File: config.mk
export PLATFORM = sky130hd
export DESIGN_NAME = ssd_decode
export DESIGN_NICKNAME = d
export VERILOG_FILES = /design/src/rtl/ssd_pkg.sv /design/src/rtl/ssd_glyph_decode.sv /design/src/rtl/ssd_decode.sv
export SDC_FILE = /design/constraint.sdc
export NUM_CORES = 1
export LEC_CHECK = 0
export CELL_PAD_IN_SITES_DETAIL_PLACEMENT = 0
export CELL_PAD_IN_SITES_GLOBAL_PLACEMENT = 1
export CORE_MARGIN = 2
export CORE_UTILIZATION = 51
export DETAILED_ROUTE_END_ITERATION = 8
export HOLD_SLACK_MARGIN = 0.08
export PLACE_DENSITY_LB_ADDON = 0.1
export SETUP_SLACK_MARGIN = 0.2
export SKIP_LAST_GASP = 1
export SLEW_MARGIN = 10
export SYNTH_ARGS = -nofsm -noshare
export SYNTH_HDL_FRONTEND = slang
export SYNTH_SLANG_ARGS = --single-unit
File: constraint.sdc
create_clock -name clk -period 6.4 [get_ports clk]
set_input_delay 0.64 -clock clk [delete_from_list [all_inputs] [get_ports clk]]
set_output_delay 0.64 -clock clk [all_outputs]
set_load 0.05 [all_outputs]
File: src/rtl/ssd_pkg.sv
// Shared definitions for the seven-segment bus decoder and the display driver:
// FSM encoding, digit count and the active-high hex glyph set {g,f,e,d,c,b,a}.
package ssd_pkg;

    localparam int NUM_DIGITS = 4;

    typedef logic [1:0] state_t;

    localparam state_t ST_IDLE   = 2'd0;
    localparam state_t ST_SETTLE = 2'd1;
    localparam state_t ST_HELD   = 2'd2;

    localparam logic [6:0] GLYPH_0 = 7'h3F;
    localparam logic [6:0] GLYPH_1 = 7'h06;
    localparam logic [6:0] GLYPH_2 = 7'h5B;
    localparam logic [6:0] GLYPH_3 = 7'h4F;
    localparam logic [6:0] GLYPH_4 = 7'h66;
    localparam logic [6:0] GLYPH_5 = 7'h6D;
    localparam logic [6:0] GLYPH_6 = 7'h7D;
    localparam logic [6:0] GLYPH_7 = 7'h07;
    localparam logic [6:0] GLYPH_8 = 7'h7F;
    localparam logic [6:0] GLYPH_9 = 7'h6F;
    localparam logic [6:0] GLYPH_A = 7'h77;
    localparam logic [6:0] GLYPH_B = 7'h7C;
    localparam logic [6:0] GLYPH_C = 7'h39;
    localparam logic [6:0] GLYPH_D = 7'h5E;
    localparam logic [6:0] GLYPH_E = 7'h79;
    localparam logic [6:0] GLYPH_F = 7'h71;

    // Only meaningful for a one-hot select; callers check that first.
    function automatic logic [1:0] onehot_index(input logic [NUM_DIGITS-1:0] sel);
        logic [1:0] idx;
        idx = '0;
        for (int i = 0; i < NUM_DIGITS; i++) begin
            if (sel[i]) idx = 2'(i);
        end
        return idx;
    endfunction

endpackage

File: src/rtl/ssd_glyph_decode.sv
// Combinational map from an active-high segment pattern to its hex nibble;
// legal drops for anything outside the sixteen standard glyphs.
module ssd_glyph_decode
    import ssd_pkg::*;
(
    input  logic [6:0] seg,
    output logic [3:0] nibble,
    output logic       legal
);

    always_comb begin
        nibble = 4'h0;
        legal  = 1'b1;
        case (seg)
            GLYPH_0: nibble = 4'h0;
            GLYPH_1: nibble = 4'h1;
            GLYPH_2: nibble = 4'h2;
            GLYPH_3: nibble = 4'h3;
            GLYPH_4: nibble = 4'h4;
            GLYPH_5: nibble = 4'h5;
            GLYPH_6: nibble = 4'h6;
            GLYPH_7: nibble = 4'h7;
            GLYPH_8: nibble = 4'h8;
            GLYPH_9: nibble = 4'h9;
            GLYPH_A: nibble = 4'hA;
            GLYPH_B: nibble = 4'hB;
            GLYPH_C: nibble = 4'hC;
            GLYPH_D: nibble = 4'hD;
            GLYPH_E: nibble = 4'hE;
            GLYPH_F: nibble = 4'hF;
            default: legal  = 1'b0;
        endcase
    end

endmodule

File: src/rtl/ssd_decode.sv
// Snoops a multiplexed four-digit seven-segment bus and rebuilds the displayed
// 16-bit hex value once every digit has been seen stable and legal.
module ssd_decode
    import ssd_pkg::*;
#(
    parameter int unsigned STABLE_CYCLES  = 4,
    parameter bit          SEG_ACTIVE_LOW = 1'b1
) (
    input  logic                  clk,
    input  logic                  rst_n,
    input  logic [NUM_DIGITS-1:0] anode,
    input  logic [6:0]            seg,
    output logic [15:0]           value,
    output logic                  valid,
    output logic                  frame_done,
    output logic                  digit_err
);

    localparam logic [NUM_DIGITS-1:0] ANODE_OFF  = SEG_ACTIVE_LOW ? '1 : '0;
    localparam logic [6:0]            SEG_OFF    = SEG_ACTIVE_LOW ? '1 : '0;
    localparam logic [7:0]            STABLE_CNT = 8'(STABLE_CYCLES);

    logic [NUM_DIGITS-1:0] anode_meta, anode_sync, anode_hi;
    logic [6:0]            seg_meta, seg_sync, seg_hi;

    state_t                     state;
    logic [7:0]                 cnt;
    logic [NUM_DIGITS-1:0]      rec_anode;
    logic [6:0]                 rec_seg;
    logic [1:0]                 rec_idx;
    logic [NUM_DIGITS-1:0]      mask, new_mask;
    logic [NUM_DIGITS-1:0][3:0] slots, next_slots;

    logic       one_hot, same, capture;
    logic [3:0] nibble;
    logic       legal;

    // Bus lines are asynchronous to clk; idle level keeps the FSM in IDLE after reset.
    always_ff @(posedge clk or negedge rst_n) begin
        if (!rst_n) begin
            anode_meta <= ANODE_OFF;
            anode_sync <= ANODE_OFF;
            seg_meta   <= SEG_OFF;
            seg_sync   <= SEG_OFF;
        end else begin
            anode_meta <= anode;
            anode_sync <= anode_meta;
            seg_meta   <= seg;
            seg_sync   <= seg_meta;
        end
    end

    assign anode_hi = SEG_ACTIVE_LOW ? ~anode_sync : anode_sync;
    assign seg_hi   = SEG_ACTIVE_LOW ? ~seg_sync   : seg_sync;

    ssd_glyph_decode u_glyph (
        .seg    (rec_seg),
        .nibble (nibble),
        .legal  (legal)
    );

    assign one_hot  = $onehot(anode_hi);
    assign same     = (anode_hi == rec_anode) && (seg_hi == rec_seg);
    assign capture  = (state == ST_SETTLE) && same && (cnt >= STABLE_CNT);
    assign new_mask = mask | (NUM_DIGITS'(1) << rec_idx);

    always_comb begin
        next_slots          = slots;
        next_slots[rec_idx] = nibble;
    end

    // Any change of anode or segments restarts settling from the new values.
    always_ff @(posedge clk or negedge rst_n) begin
        if (!rst_n) begin
            state      <= ST_IDLE;
            cnt        <= '0;
            rec_anode  <= '0;
            rec_seg    <= '0;
            rec_idx    <= '0;
            mask       <= '0;
            slots      <= '0;
            value      <= '0;
            valid      <= 1'b0;
            frame_done <= 1'b0;
            digit_err  <= 1'b0;
        end else begin
            frame_done <= 1'b0;
            digit_err  <= 1'b0;
            if (state == ST_IDLE || !same) begin
                if (one_hot) begin
                    state     <= ST_SETTLE;
                    cnt       <= 8'd1;
                    rec_anode <= anode_hi;
                    rec_seg   <= seg_hi;
                    rec_idx   <= onehot_index(anode_hi);
                end else begin
                    state <= ST_IDLE;
                    cnt   <= '0;
                end
            end else if (capture) begin
                state <= ST_HELD;
                if (legal) begin
                    slots <= next_slots;
                    if (new_mask == '1) begin
                        value      <= next_slots;
                        valid      <= 1'b1;
                        frame_done <= 1'b1;
                        mask       <= '0;
                    end else begin
                        mask <= new_mask;
                    end
                end else begin
                    digit_err <= 1'b1;
                    mask      <= '0;
                end
            end else if (state == ST_SETTLE) begin
                cnt <= (cnt == 8'hFF) ? cnt : cnt + 8'd1;
            end
        end
    end

endmodule

==> results of run 1 <==
-- sequential cells by signal, summed over array words and instances (netlist names) --
name and count:
seg_sync 7, frame_done 1, digit_err 1, anode_meta 4, rec_seg 7, state 2
anode_sync 4, mask 4, rec_anode 4, seg_meta 7, slots 16, valid 1
cnt 8, rec_idx 2, value 16
-- metal layers --
metal / vias up / track usage / part of all wire
met5: - / 0 / 0
met4: 0 / 0.0650 / 0.012
met3: 8 / 0.0508 / 0.039
met2: 47 / 0.287 / 0.46
met1: 1248 / 0.272 / 0.49
li1: 1207 / - / -
-- placed cells by master (no fill, tap or decap), drive strengths merged, types with 3 or more instances in the layout --
master         netlist  final
dfrtp               62     62
mux2                39     39
clkdlybuf4s50        0     30
dfstp               22     22
a21oi               22     22
inv                 18     22
nor2                20     20
nand2               13     13
mux2i               11     11
clkbuf               6     10
o21ai                9      9
xnor2                7      7
xor2                 5      5
nor3                 5      5
nor4                 5      5
ha                   4      4
and3                 4      4
nand4                3      3
nand4b               3      3
nand3b               3      3
a211oi               3      3
nand3                3      3
o22ai                3      3
and4                 3      3
a2111oi              3      3
-- stage by stage --
| step | std cells | total power, mW | setup WS (ns) |
|---|---|---|---|
| after detailed placement | 441 | 1.05 | 3.63 |
| after global placement | 441 | 1.04 | 3.68 |
| after global routing | 457 | 1.50 | 3.47 |
| after floorplan | 321 | 1.00 | 3.94 |
| final | 457 | 1.41 | 3.64 |
| after CTS | 457 | 1.42 | 3.62 |
-- cell families (layout without fill, tap and decap cells) --
family          after synthesis  in the layout  synth area share
compound gates               60             60             0.116
xor+xnor                     12             12            0.0259
fa+ha+maj                     5              5            0.0173
buf+inv                      32             66            0.0519
flops                        84             84             0.526
mux                          50             50             0.144
simple gates                 78             78             0.119
-- path summary, 6_finish.rpt --
| check | from | endpoint | slack, ns | cells after the start |
|---|---|---|---|---|
| worst max-delay path | rec_seg[4]$_DFFE_PN0P_ | value[9]$_DFFE_PN0P_ | 3.64 | 6 |
| worst min-delay path | seg_meta[2]$_DFF_PN1_ | seg_sync[2]$_DFF_PN1_ | 0.35 | 0 |
| worst max register to register | rec_seg[4]$_DFFE_PN0P_ | value[9]$_DFFE_PN0P_ | 3.64 | 6 |
| worst min register to register | seg_meta[2]$_DFF_PN1_ | seg_sync[2]$_DFF_PN1_ | 0.35 | 0 |
| max in group asynchronous | rst_n | slots[10]$_DFFE_PN0P_ | 5.32 | 1 |
| min in group asynchronous | rst_n | rec_seg[1]$_DFFE_PN0P_ | 0.45 | 1 |
-- final cells by class --
class                      instances  area share
timing repair buffer              32      0.0694
tap                              102      0.0281
sequential                        84       0.469
inverter                          18      0.0149
clock inverter                     6      0.0121
clock buffer                      10      0.0303
multi-input combinational        205       0.376
-- worst max-delay path, stage by stage (launching register included) --
cell	delay, ns
sky130_fd_sc_hd__dfrtp_1	0.58
sky130_fd_sc_hd__and4bb_2	0.31
sky130_fd_sc_hd__and3_2	0.21
sky130_fd_sc_hd__nor3_2	0.78
sky130_fd_sc_hd__a2111oi_4	0.16
sky130_fd_sc_hd__buf_4	0.28
sky130_fd_sc_hd__mux2_4	0.32
-- power breakdown --
group	internal [mW]	leakage (nW)	switching (mW)
registers	0.581	1.07	0.104
logic	0.148	0.816	0.210
clock network	0.160	0.0998	0.205
==> results by stage, run 1 <==
Yosys:
- For this run, the leading register cell type out of synthesis is sky130_fd_sc_hd__dfrtp_1.
- The mapped netlist covers around 0.0041 mm^2.
- The post-synth net total is 339.
- Ranked by instance count, the synthesized netlist is headed by sky130_fd_sc_hd__dfrtp_1, sky130_fd_sc_hd__mux2_2, sky130_fd_sc_hd__dfstp_2.
- The area fraction of the dominant cell type after synthesis is 0.383.
- Sorting the synthesized cells by area gives the leading types as sky130_fd_sc_hd__dfrtp_1, sky130_fd_sc_hd__dfstp_2, sky130_fd_sc_hd__mux2_2, sky130_fd_sc_hd__mux2_4, sky130_fd_sc_hd__mux2i_1.
- The Yosys step of the flow raised 0 warnings.
- Synthesis instantiated 67 different standard cells from the library.
- The share of the Yosys chip area taken by registers is 0.526.
- The cell count after synthesis came out at roughly 320.
- The number of enable-type register cells in the synthesized netlist is 0.
- The most common cell in the netlist is sky130_fd_sc_hd__dfrtp_1.
- sky130_fd_sc_hd__dfrtp_1 takes more of the synthesized area than any other cell.
- In the synthesized netlist the async set-or-reset flop fraction comes to 1.00.
- The flip-flop and latch count after synthesis is 84.
- The synthesized area per cell is about 13 um^2.

STA:
- The setup clock skew after layout is 0.0101 ns.
- Setup repair after global routing left no endpoint under its margin.
- In the final timing run, aggregate negative setup slack is 0 ns.
- Derived from the worst setup path, the maximum achievable clock frequency is about 360 MHz.
- The final-layout worst hold slack is 0.352 ns.
- For the pin with the worst max-slew slack, the measured transition is 1.01 ns.
- The worst pin sits at a relative slew slack of 0.328.
- The final-report max-slew violation count came to 0.
- The number of hold violations in the final report was 0.
- Dividing the final minimum period by the clock period gives 0.432.
- The clock period could shrink to 2.76 ns.
- The number of setup violations in the final report is 0.

GRT:
- The via count of the first global-routing pass is between 2000 and 3000.
- The global-route wire length before repair is between 10 and 15 mm.
- The total overflow left after global routing is 0.
- The initial antenna violation count is 0.
- The all-layer global routing usage is 0.192.
- The pin count of the biggest net entering global routing is 85.

Detailed routing:
- The first detailed-routing pass ran for 4 iterations.
- In the routed layout, each cell is associated on average with a via count of between 5 and 6.
- The average wire per cell in the routed design is between 15 and 20 um.
- The detail route stage leaves a number of antenna-violating nets equal to 0.
- The final wirelength is approximately 7.3 mm.
- The number of violations reported at the end of detailed-routing iteration 0 is between 100 and 150.
- The total via count in the routed design is 2510.
- The number of remaining DRC errors is 0.

Layout:
- The area used by multi-input combinational logic is 0.00171 mm^2.
- Summing all flip-flop and latch instances after layout gives between 0.002 and 0.0025 mm^2.
- The summed area of non-filler cells in the final layout is ~0.0045 mm^2.
- The fraction of final layout cells with drive strength greater than 1 is 0.299.
- The fraction of the core area covered by cells at the end of the flow is 0.588.
- After filler insertion, the fill cell instance count of the layout stands at about 660.
- The final net count is 368.
- 0 antenna diodes ended up in the layout.
- From synthesis to final layout, the design area changed by 12.2%.

Clock network:
- The H-tree depth reported by CTS is 3.
- Buffers inserted to repair hold after CTS numbered 0.
- TritonCTS created 9 clock buffers.
- The number of setup buffers added after CTS is 0.
- Clock-pin slew was measured on the worst setup and hold paths at ~0.090 ns.
- The TritonCTS clock tree is built.
- For this design, the sink count on the clock tree is 84.
- The master cell of the clock root buffer is sky130_fd_sc_hd__clkbuf_8.
- Clock latency on the worst-skew pair, taken at its later pin, is ~0.36 ns.
- The number of gates resized after CTS is 0.
- The number of buffers on the longest clock path is 2.

Die:
- 32 I/O pins were placed.
- The number of rows in the core area is 32.
- The area of the core region is between 0.007 and 0.008 mm^2.
- The effective utilization at floorplan is 0.524.
- The width of the die is around 93 um.
- The vertical die dimension is slightly above 90 um.
- The die covers a little under 0.009 mm^2.

Placed design:
- The count of buffers added on input and output ports is 31.
- Detailed placement ended at an HPWL of between 5 and 6 mm.
- The cell area reported after detailed placement is 0.00435 mm^2.
- The routability congestion estimate from global placement is approximately 0.86.

Setup path:
- The data required time of the worst path is ~6.7 ns.
- The critical path startpoint category is a flop.
- STA classifies the critical path endpoint as a flop.
- The maximum fanout along the worst path is 17.
- The worst setup path is of the reg -> reg kind.
- Data arrives at the worst endpoint at 3.02 ns.

Power and ir drop:
- For this design the static power due to leakage is 1.98 nW.
- The worst-case IR drop observed on VDD is approximately 0.00013 V.
- Dividing total power by cell area gives a power density of ~310 mW/mm^2.

Outcome:
- The run finished with clean final reports.

Run:
- The number of max-cap violations is 0.

Worst hold path:
- The min-delay analysis places its worst path in the category reg -> reg.
Power figures use the tool's default switching activity.
==> inputs of run 2 (changes only) <==
--- a/config.mk
+++ b/config.mk
@@ -8,7 +8,7 @@
 export CELL_PAD_IN_SITES_DETAIL_PLACEMENT = 0
 export CELL_PAD_IN_SITES_GLOBAL_PLACEMENT = 1
 export CORE_MARGIN = 2
-export CORE_UTILIZATION = 51
+export CORE_UTILIZATION = 48
 export DETAILED_ROUTE_END_ITERATION = 8
 export HOLD_SLACK_MARGIN = 0.08
 export PLACE_DENSITY_LB_ADDON = 0.1
==> constraint.sdc (replaced) <==
create_clock -name clk -period 2.88 [get_ports clk]
set_input_delay 0.288 -clock clk [delete_from_list [all_inputs] [get_ports clk]]
set_output_delay 0.288 -clock clk [all_outputs]
set_load 0.05 [all_outputs]
==> run 2 against run 1 <==
Clock skew grew 0.0014 ns. Sequential power grew 120%. Combinational power grew 150%. Die area grew 6.0%. Total power grew 130%. Sequential share of layout area shrank 0.86 points. Maximum frequency grew 9.5%. Worst hold slack lost 0.24 ns. Largest power group unchanged. Global-route usage shrank 0.64 points.
==> results by stage, run 2 (synthesis gave the netlist of run 1 again) <==
Outcome:
- The run finished with clean final reports.

Clock network:
- The H-tree depth reported by CTS is 3 (unchanged).
- The number of buffers on the longest clock path is 2 (unchanged).
- TritonCTS built the clock tree.
- The clock latency on the worst-skew pair is 0.35 ns (about the same).
- The clock-pin slew of the registers on the worst-case setup and hold paths is 0.08 ns (about the same).
- In this run the clock root is driven by a sky130_fd_sc_hd__clkbuf_8.
- The number of buffers created by CTS is 9 (unchanged).
- The total clock sinks is 84 (unchanged).

STA:
- The final-layout worst hold slack is 0.115 ns (-0.237 ns).
- The final-report max-slew violation count came to 0 (unchanged).
- The setup TNS came to 0 ns (unchanged).
- The number of setup violations in the final report was 0 (unchanged).
- The minimum clock period is 2.52 ns (-0.241 ns).
- The actual transition at the worst max-transition pin was 1.02 ns (+0.0122 ns).
- The number of hold violations in the final report is 0 (unchanged).
- The highest clock rate is 396 MHz (+9.5%).
- Setup repair after global routing left no endpoint under its margin.
- The final clock period utilization by the worst path came to 0.876 (+0.444).
- The setup clock skew after layout was 0.0115 ns (+0.00140 ns).
- The worst slew margin relative to its limit came to 0.320 (-0.00811).

Die:
- The floorplan die area was 0.00919 mm^2 (+6.0%).
- The effective utilization at floorplan is 0.493 (-0.0312).
- The top-level I/O count is 32 (unchanged).
- The width of the die is 95.9 um (+2.9%).
- The number of rows in the core area is 33 (+3.1%).
- The area of the core region came to 0.00822 mm^2 (+6.3%).
- The vertical die dimension is 95.9 um (+2.9%).

Detailed routing:
- The final wirelength is 7.59 mm (+4.1%).
- The number of remaining DRC errors was 0 (unchanged).
- The number of nets still failing antenna checks after routing is 0 (unchanged).
- The average via count per standard cell is 5.43 (-1.2%).
- The total via count in the routed design was 2545 (+1.4%).
- The first-pass iteration count of the detailed router came to 4 (unchanged).
- The average wire per cell in the routed design was 16.2 um (+1.5%).
- The number of violations reported at the end of detailed-routing iteration 0 is 110 (+3.8%).

GRT:
- The all-layer global routing usage is 0.185 (-0.00644).
- The pin count of the biggest net entering global routing came to 85 (unchanged).
- The total global routing overflow is 0 (unchanged).
- The global-route wire length before repair is 12.7 mm (+0.11%).
- The initial antenna violation count is 0 (unchanged).
- The via count of the first global-routing pass is 2483 (-2.1%).

Setup path:
- The maximum fanout along the worst path is 8 (-9).
- The worst stage delay on the critical path is 0.59 ns (-0.19 ns).
- The worst setup path is captured at a flop.
- The largest delay contributor family on the critical path is simple AND/OR/NAND/NOR gates.
- The data required time of the worst path is 3.15 ns (-3.50 ns).
- The signal on the critical path passes through xnor2_1 > or4_1 > or4_4 > nand3_4 > buf_4 > mux2i_1.
- The worst setup path category is reg -> reg.
- The data arrival at the endpoint of the critical path came to 2.79 ns (-0.23 ns).
- STA classifies the critical path startpoint as a flop.
- The worst path buffer plus inverter count is 1 (unchanged).
- The master of the slowest instance on the critical path is sky130_fd_sc_hd__dfstp_2.

Power and ir drop:
- The switching power as a share of total power was 0.350 (-0.0184).
- The power density normalized to cell area was 697 mW/mm^2 (+130%).
- The power share of the combinational group is 0.276 (+0.022).
- The sequential share of power came to 0.465 (-0.022).
- The total net switching power came to 1.13 mW (+120%).
- The cell internal power dissipation is 2.10 mW (+140%).
- The post-layout total power was 3.23 mW (+130%).
- The clock network fraction of total power was 0.259 (about the same).
- The maximum VDD drop is 0.000272 V (+110%).
- The static leakage power is 2.03 nW (+2.4%).

Layout:
- The final net count is 377 (+2.4%).
- The library cells used most frequently in the layout, excluding fill and tap cells, are sky130_fd_sc_hd__dfrtp_1, sky130_fd_sc_hd__mux2_2, sky130_fd_sc_hd__clkdlybuf4s50_1.
- The library cell used most frequently in the layout, excluding fill and tap cells, is sky130_fd_sc_hd__dfrtp_1.
- The fraction of the core area covered by cells at the end of the flow came to 0.564 (-0.0240).
- The count of inserted antenna diode cells came to 0 (unchanged).
- In the final layout, the registers with the most flip-flops are slots x16, value x16, cnt x8.
- The signed area change from the synthesized netlist to the final layout is 14.4%.
- The fraction of final layout cells with drive strength greater than 1 is 0.319 (+0.0201).

Worst hold path:
- The class of the most critical hold timing path is in -> async.

Placed design:
- The number of buffers added on ports is 31 (unchanged).
- The routability congestion estimate from global placement is 0.812 (-5.8%).
- The estimated wirelength of the detail-placed design is 5.27 mm (+3.8%).

Run:
- The number of max-cap violations is 0 (unchanged).
[run 2: changes by cell type in the layout (fill, tap and decap cells not counted), sizes merged]
cell	delta
clkbuf	+2
buf	+9
clkinv	-1
inv	-2
bufinv	+1
[run 2: metal layers]
metal / global-route usage / routed length, um / vias up
met3: 0.0305 / 197 / 10
li1: - / - / 1226
met4: 0.0750 / 129 / 0
met1: 0.275 / 3870 / 1272
met5: 0 / 0 / -
met2: 0.270 / 3390 / 37
[run 2: what timing repair did]
action | CTS | global route
resized for setup | 0 | 3
setup endpoints to repair | 0 | 13
buffers inserted | 0 | 0
hold buffers | 0 | 0
[run 2: layout make-up]
type                       instances  area [um^2]
multi-input combinational        205         1710
sequential                        84         2130
timing repair buffer              41          395
tap                              105          131
clock inverter                     4         47.5
clock buffer                      12          145
inverter                          18         67.6
fill                             704         3580
[run 2: final timing paths]
kind                                    startpoint                 endpoint  slack, ns  cells after the start
min                                          rst_n       cnt[0]$_DFFE_PN0P_       0.12                      1
max reg2reg                anode_sync[3]$_DFF_PN1_   rec_seg[4]$_DFFE_PN0P_       0.36                      6
max in group asynchronous                    rst_n   rec_seg[5]$_DFFE_PN0P_       2.07                      1
min in group clk                          anode[2]  anode_meta[2]$_DFF_PN1_       0.33                      1
min reg2reg                anode_meta[1]$_DFF_PN1_  anode_sync[1]$_DFF_PN1_       0.35                      0
max                        anode_sync[3]$_DFF_PN1_   rec_seg[4]$_DFFE_PN0P_       0.36                      6
[run 2: power by group through the flow]
| stage | Combinational [mW] | Clock (mW) | Sequential [mW] |
|---|---|---|---|
| floorplan | 0.849 | 0 | 1.38 |
| global placement | 0.884 | 0 | 1.51 |
| detailed placement | 0.883 | 0 | 1.52 |
| CTS | 0.888 | 0.867 | 1.50 |
| global route | 0.984 | 0.920 | 1.53 |
| finish | 0.890 | 0.837 | 1.50 |
[run 2: stage by stage]
step / setup WS, ns / instance area (um^2) / instances
after detailed placement: 0.311 / 4430 / 453
after floorplan: 0.416 / 4050 / 321
final: 0.357 / 4630 / 469
after CTS: 0.268 / 4630 / 469
after global placement: 0.343 / 4430 / 453
after global routing: 0.198 / 4630 / 469
==> inputs of run 3 (changes only) <==
--- a/config.mk
+++ b/config.mk
@@ -12,7 +12,7 @@
 export DETAILED_ROUTE_END_ITERATION = 8
 export HOLD_SLACK_MARGIN = 0.08
 export PLACE_DENSITY_LB_ADDON = 0.1
-export SETUP_SLACK_MARGIN = 0.2
+export SETUP_SLACK_MARGIN = 0.1
 export SKIP_LAST_GASP = 1
 export SLEW_MARGIN = 10
 export SYNTH_ARGS = -nofsm -noshare
==> run 3 against run 2 <==
Clock skew up 0.00096 ns. Critical path depth unchanged. Via count down 0.20%. Largest cell class unchanged. First-iteration DRC count up 17%. Critical path type unchanged. Global-route usage unchanged. Critical endpoint is now rec_seg[2]$_DFFE_PN0P_.
==> results by stage, run 3 (synthesis gave the netlist of run 1 again) <==
Setup path:
- The worst stage delay on the critical path is 0.65 ns (+0.06 ns).
- The worst setup path is captured at a flop.
- In this run the worst setup path begins at rec_seg[5]$_DFFE_PN0P_.
- The critical path startpoint category is a flop.
- The slowest stage of the critical path belongs to the cell sky130_fd_sc_hd__or4_1.
- The worst-case register-to-register setup slack is 0.27 ns (-0.09 ns).
- The worst flop-to-flop path endpoint is rec_seg[2]$_DFFE_PN0P_.
- In this design, the critical path's most frequently occurring cell is sky130_fd_sc_hd__or4_1.
- The end point of the critical path is rec_seg[2]$_DFFE_PN0P_.
- The worst register-to-register path begins at rec_seg[5]$_DFFE_PN0P_.
- The data required time of the worst path is 3.16 ns (about the same).
- The data arrival at the endpoint of the critical path is 2.89 ns (+0.10 ns).
- The maximum fanout along the worst path is 12 (+4).
- The critical path is of the reg -> reg type.
- Walking the worst path, the cells encountered are xnor2_1 > or4_1 > or4_1 > nand3_4 > buf_4 > mux2i_1.
- The count of cells along the worst register-to-register path is 6 (unchanged).

STA:
- The minimum clock period came to 2.61 ns (+0.0878 ns).
- The setup clock skew after layout is 0.0125 ns (+0.000959 ns).
- The number of hold violations in the final report is 0 (unchanged).
- The number of setup violations in the final report is 0 (unchanged).
- The setup TNS is 0 ns (unchanged).
- The actual transition at the worst max-transition pin is 1.03 ns (+0.00605 ns).
- Setup repair after global routing left no endpoint under its margin.
- The worst slew margin relative to its limit is 0.316 (-0.00403).
- The final-report max-slew violation count is 0 (unchanged).
- The highest clock rate came to 383 MHz (-3.4%).
- The final clock period utilization by the worst path came to 0.907 (+0.0305).

GRT:
- The total global routing overflow came to 0 (unchanged).
- The fraction of met2 tracks used by global routing is 0.270 (unchanged).
- The via count of the first global-routing pass came to 2483 (unchanged).
- The met1 track demand over resource is 0.275 (unchanged).
- The global routing met3 resource utilization was 0.0305 (unchanged).
- The pin count of the biggest net entering global routing came to 85 (unchanged).
- The initial antenna violation count is 0 (unchanged).
- The global routing stage identified its most utilized layer as met1.
- The all-layer global routing usage is 0.185 (unchanged).
- The global-route wire length before repair is 12.7 mm (unchanged).

Die:
- The area of the core region is 0.00822 mm^2 (unchanged).
- The width of the die is 95.9 um (unchanged).
- The top-level I/O count was 32 (unchanged).
- The effective utilization at floorplan is 0.493 (unchanged).
- The number of rows in the core area is 33 (unchanged).
- The floorplan die area was 0.00919 mm^2 (unchanged).
- The vertical die dimension is 95.9 um (unchanged).

Layout:
- Leaving out fill and tap cells, the most frequent cell in the layout is sky130_fd_sc_hd__dfrtp_1.
- The final net count is 377 (unchanged).
- The summed area of non-filler cells in the final layout is 0.00463 mm^2 (-0.13%).
- The largest registers in the layout are slots x16, value x16, cnt x8.
- The signed area change from the synthesized netlist to the final layout is 14.2%.
- The library cells used most frequently in the layout, excluding fill and tap cells, are sky130_fd_sc_hd__dfrtp_1, sky130_fd_sc_hd__mux2_2, sky130_fd_sc_hd__clkdlybuf4s50_1.
- The filler cell count in the final layout is 704 (unchanged).
- The number of non-filler instances in the completed layout is 469 (unchanged).
- The count of inserted antenna diode cells was 0 (unchanged).
- The fraction of final layout cells with drive strength greater than 1 was 0.310 (-0.00824).

Detailed routing:
- The average via count per standard cell came to 5.42 (-0.20%).
- The total via count in the routed design is 2540 (-0.20%).
- The average wire per cell in the routed design came to 16.1 um (-0.20%).
- The first-pass iteration count of the detailed router is 4 (unchanged).
- The number of nets still failing antenna checks after routing came to 0 (unchanged).
- The number of violations reported at the end of detailed-routing iteration 0 is 129 (+17%).
- The number of remaining DRC errors was 0 (unchanged).
- The final wirelength is 7.57 mm (-0.20%).

Placed design:
- The number of buffers added on ports is 31 (unchanged).
- The cell area reported after detailed placement is 0.00443 mm^2 (unchanged).
- The estimated wirelength of the detail-placed design is 5.27 mm (unchanged).
- The number of instances in the placed design is 453 (unchanged).
- The routability congestion estimate from global placement was 0.812 (unchanged).

Clock network:
- The master cell of the clock root buffer is sky130_fd_sc_hd__clkbuf_8.
- The number of buffers created by CTS is 9 (unchanged).
- The TritonCTS clock tree is built.
- The number of gates resized after CTS is 0 (unchanged).
- The total clock sinks is 84 (unchanged).
- The number of buffers on the longest clock path was 2 (unchanged).
- The clock latency on the worst-skew pair is 0.36 ns (about the same).
- The H-tree depth reported by CTS is 3 (unchanged).
- The number of setup buffers added after CTS is 0 (unchanged).
- The count of hold buffers inserted by post-cts repair is 0 (unchanged).
- The clock-pin slew of the registers on the worst-case setup and hold paths is 0.08 ns (about the same).

Power and ir drop:
- The post-layout total power is 3.22 mW (-0.20%).
- The power density normalized to cell area is 697 mW/mm^2 (about the same).
- The maximum VDD drop is 0.000270 V (-0.62%).
- The static leakage power came to 2.03 nW (about the same).

Worst hold path:
- The path class of the tightest hold or removal check is in -> async.

Outcome:
- The flow ran to the end, and the final reports show no timing, DRC or antenna violations.

Run:
- The number of max-cap violations is 0 (unchanged).
-- run 3: worst min path at each step --
stage	startpoint	slack, ns	depth (start not counted)	endpoint
6_report	rst_n	0.11	1	cnt[0]$_DFFE_PN0P_
3_3_place_gp	seg_meta[4]$_DFF_PN1_	0.35	0	seg_sync[4]$_DFF_PN1_
4_1_cts	rst_n	0.15	1	rec_seg[2]$_DFFE_PN0P_
2_1_floorplan	rst_n	-0.008	0	cnt[0]$_DFFE_PN0P_
5_1_grt	rst_n	0.21	1	state[1]$_DFFE_PN0P_
3_5_place_dp	anode_meta[0]$_DFF_PN1_	0.35	0	anode_sync[0]$_DFF_PN1_
-- run 3: report_power, final --
part | internal [mW] | switching [mW] | leakage (nW)
registers | 1.29 | 0.208 | 1.07
logic | 0.379 | 0.506 | 0.862
clock network | 0.425 | 0.414 | 0.101
-- run 3: critical path: cells and delay by family, from the launching register on --
kind	cells	cell delay, ns
xor+xnor	1	0.22
buf+inv	1	0.22
flops	1	0.51
mux	1	0.19
simple gates	3	1.38
-- run 3: layer usage --
metal	up-vias	share of wire	routed length [um]
met2	33	0.45	3380
met3	9	0.028	214
met5	-	0	0
met1	1272	0.51	3840
li1	1226	-	-
met4	0	0.018	137
-- run 3: final cells by class --
cell class	count	area [um^2]	area share
multi-input combinational	205	1710	0.370
tap	105	131	0.0284
clock inverter	4	47.5	0.0103
sequential	84	2130	0.460
clock buffer	12	145	0.0314
timing repair buffer	41	395	0.0855
inverter	18	67.6	0.0146
-- run 3: through the flow --
step	worst slack, ns	util	hold slack (ns)
detailed placement	0.311	0.540	0.347
finish	0.269	0.563	0.107
CTS	0.268	0.563	0.146
floorplan	0.416	-	-0.00759
global route	0.102	0.563	0.209
global placement	0.343	0.540	0.346
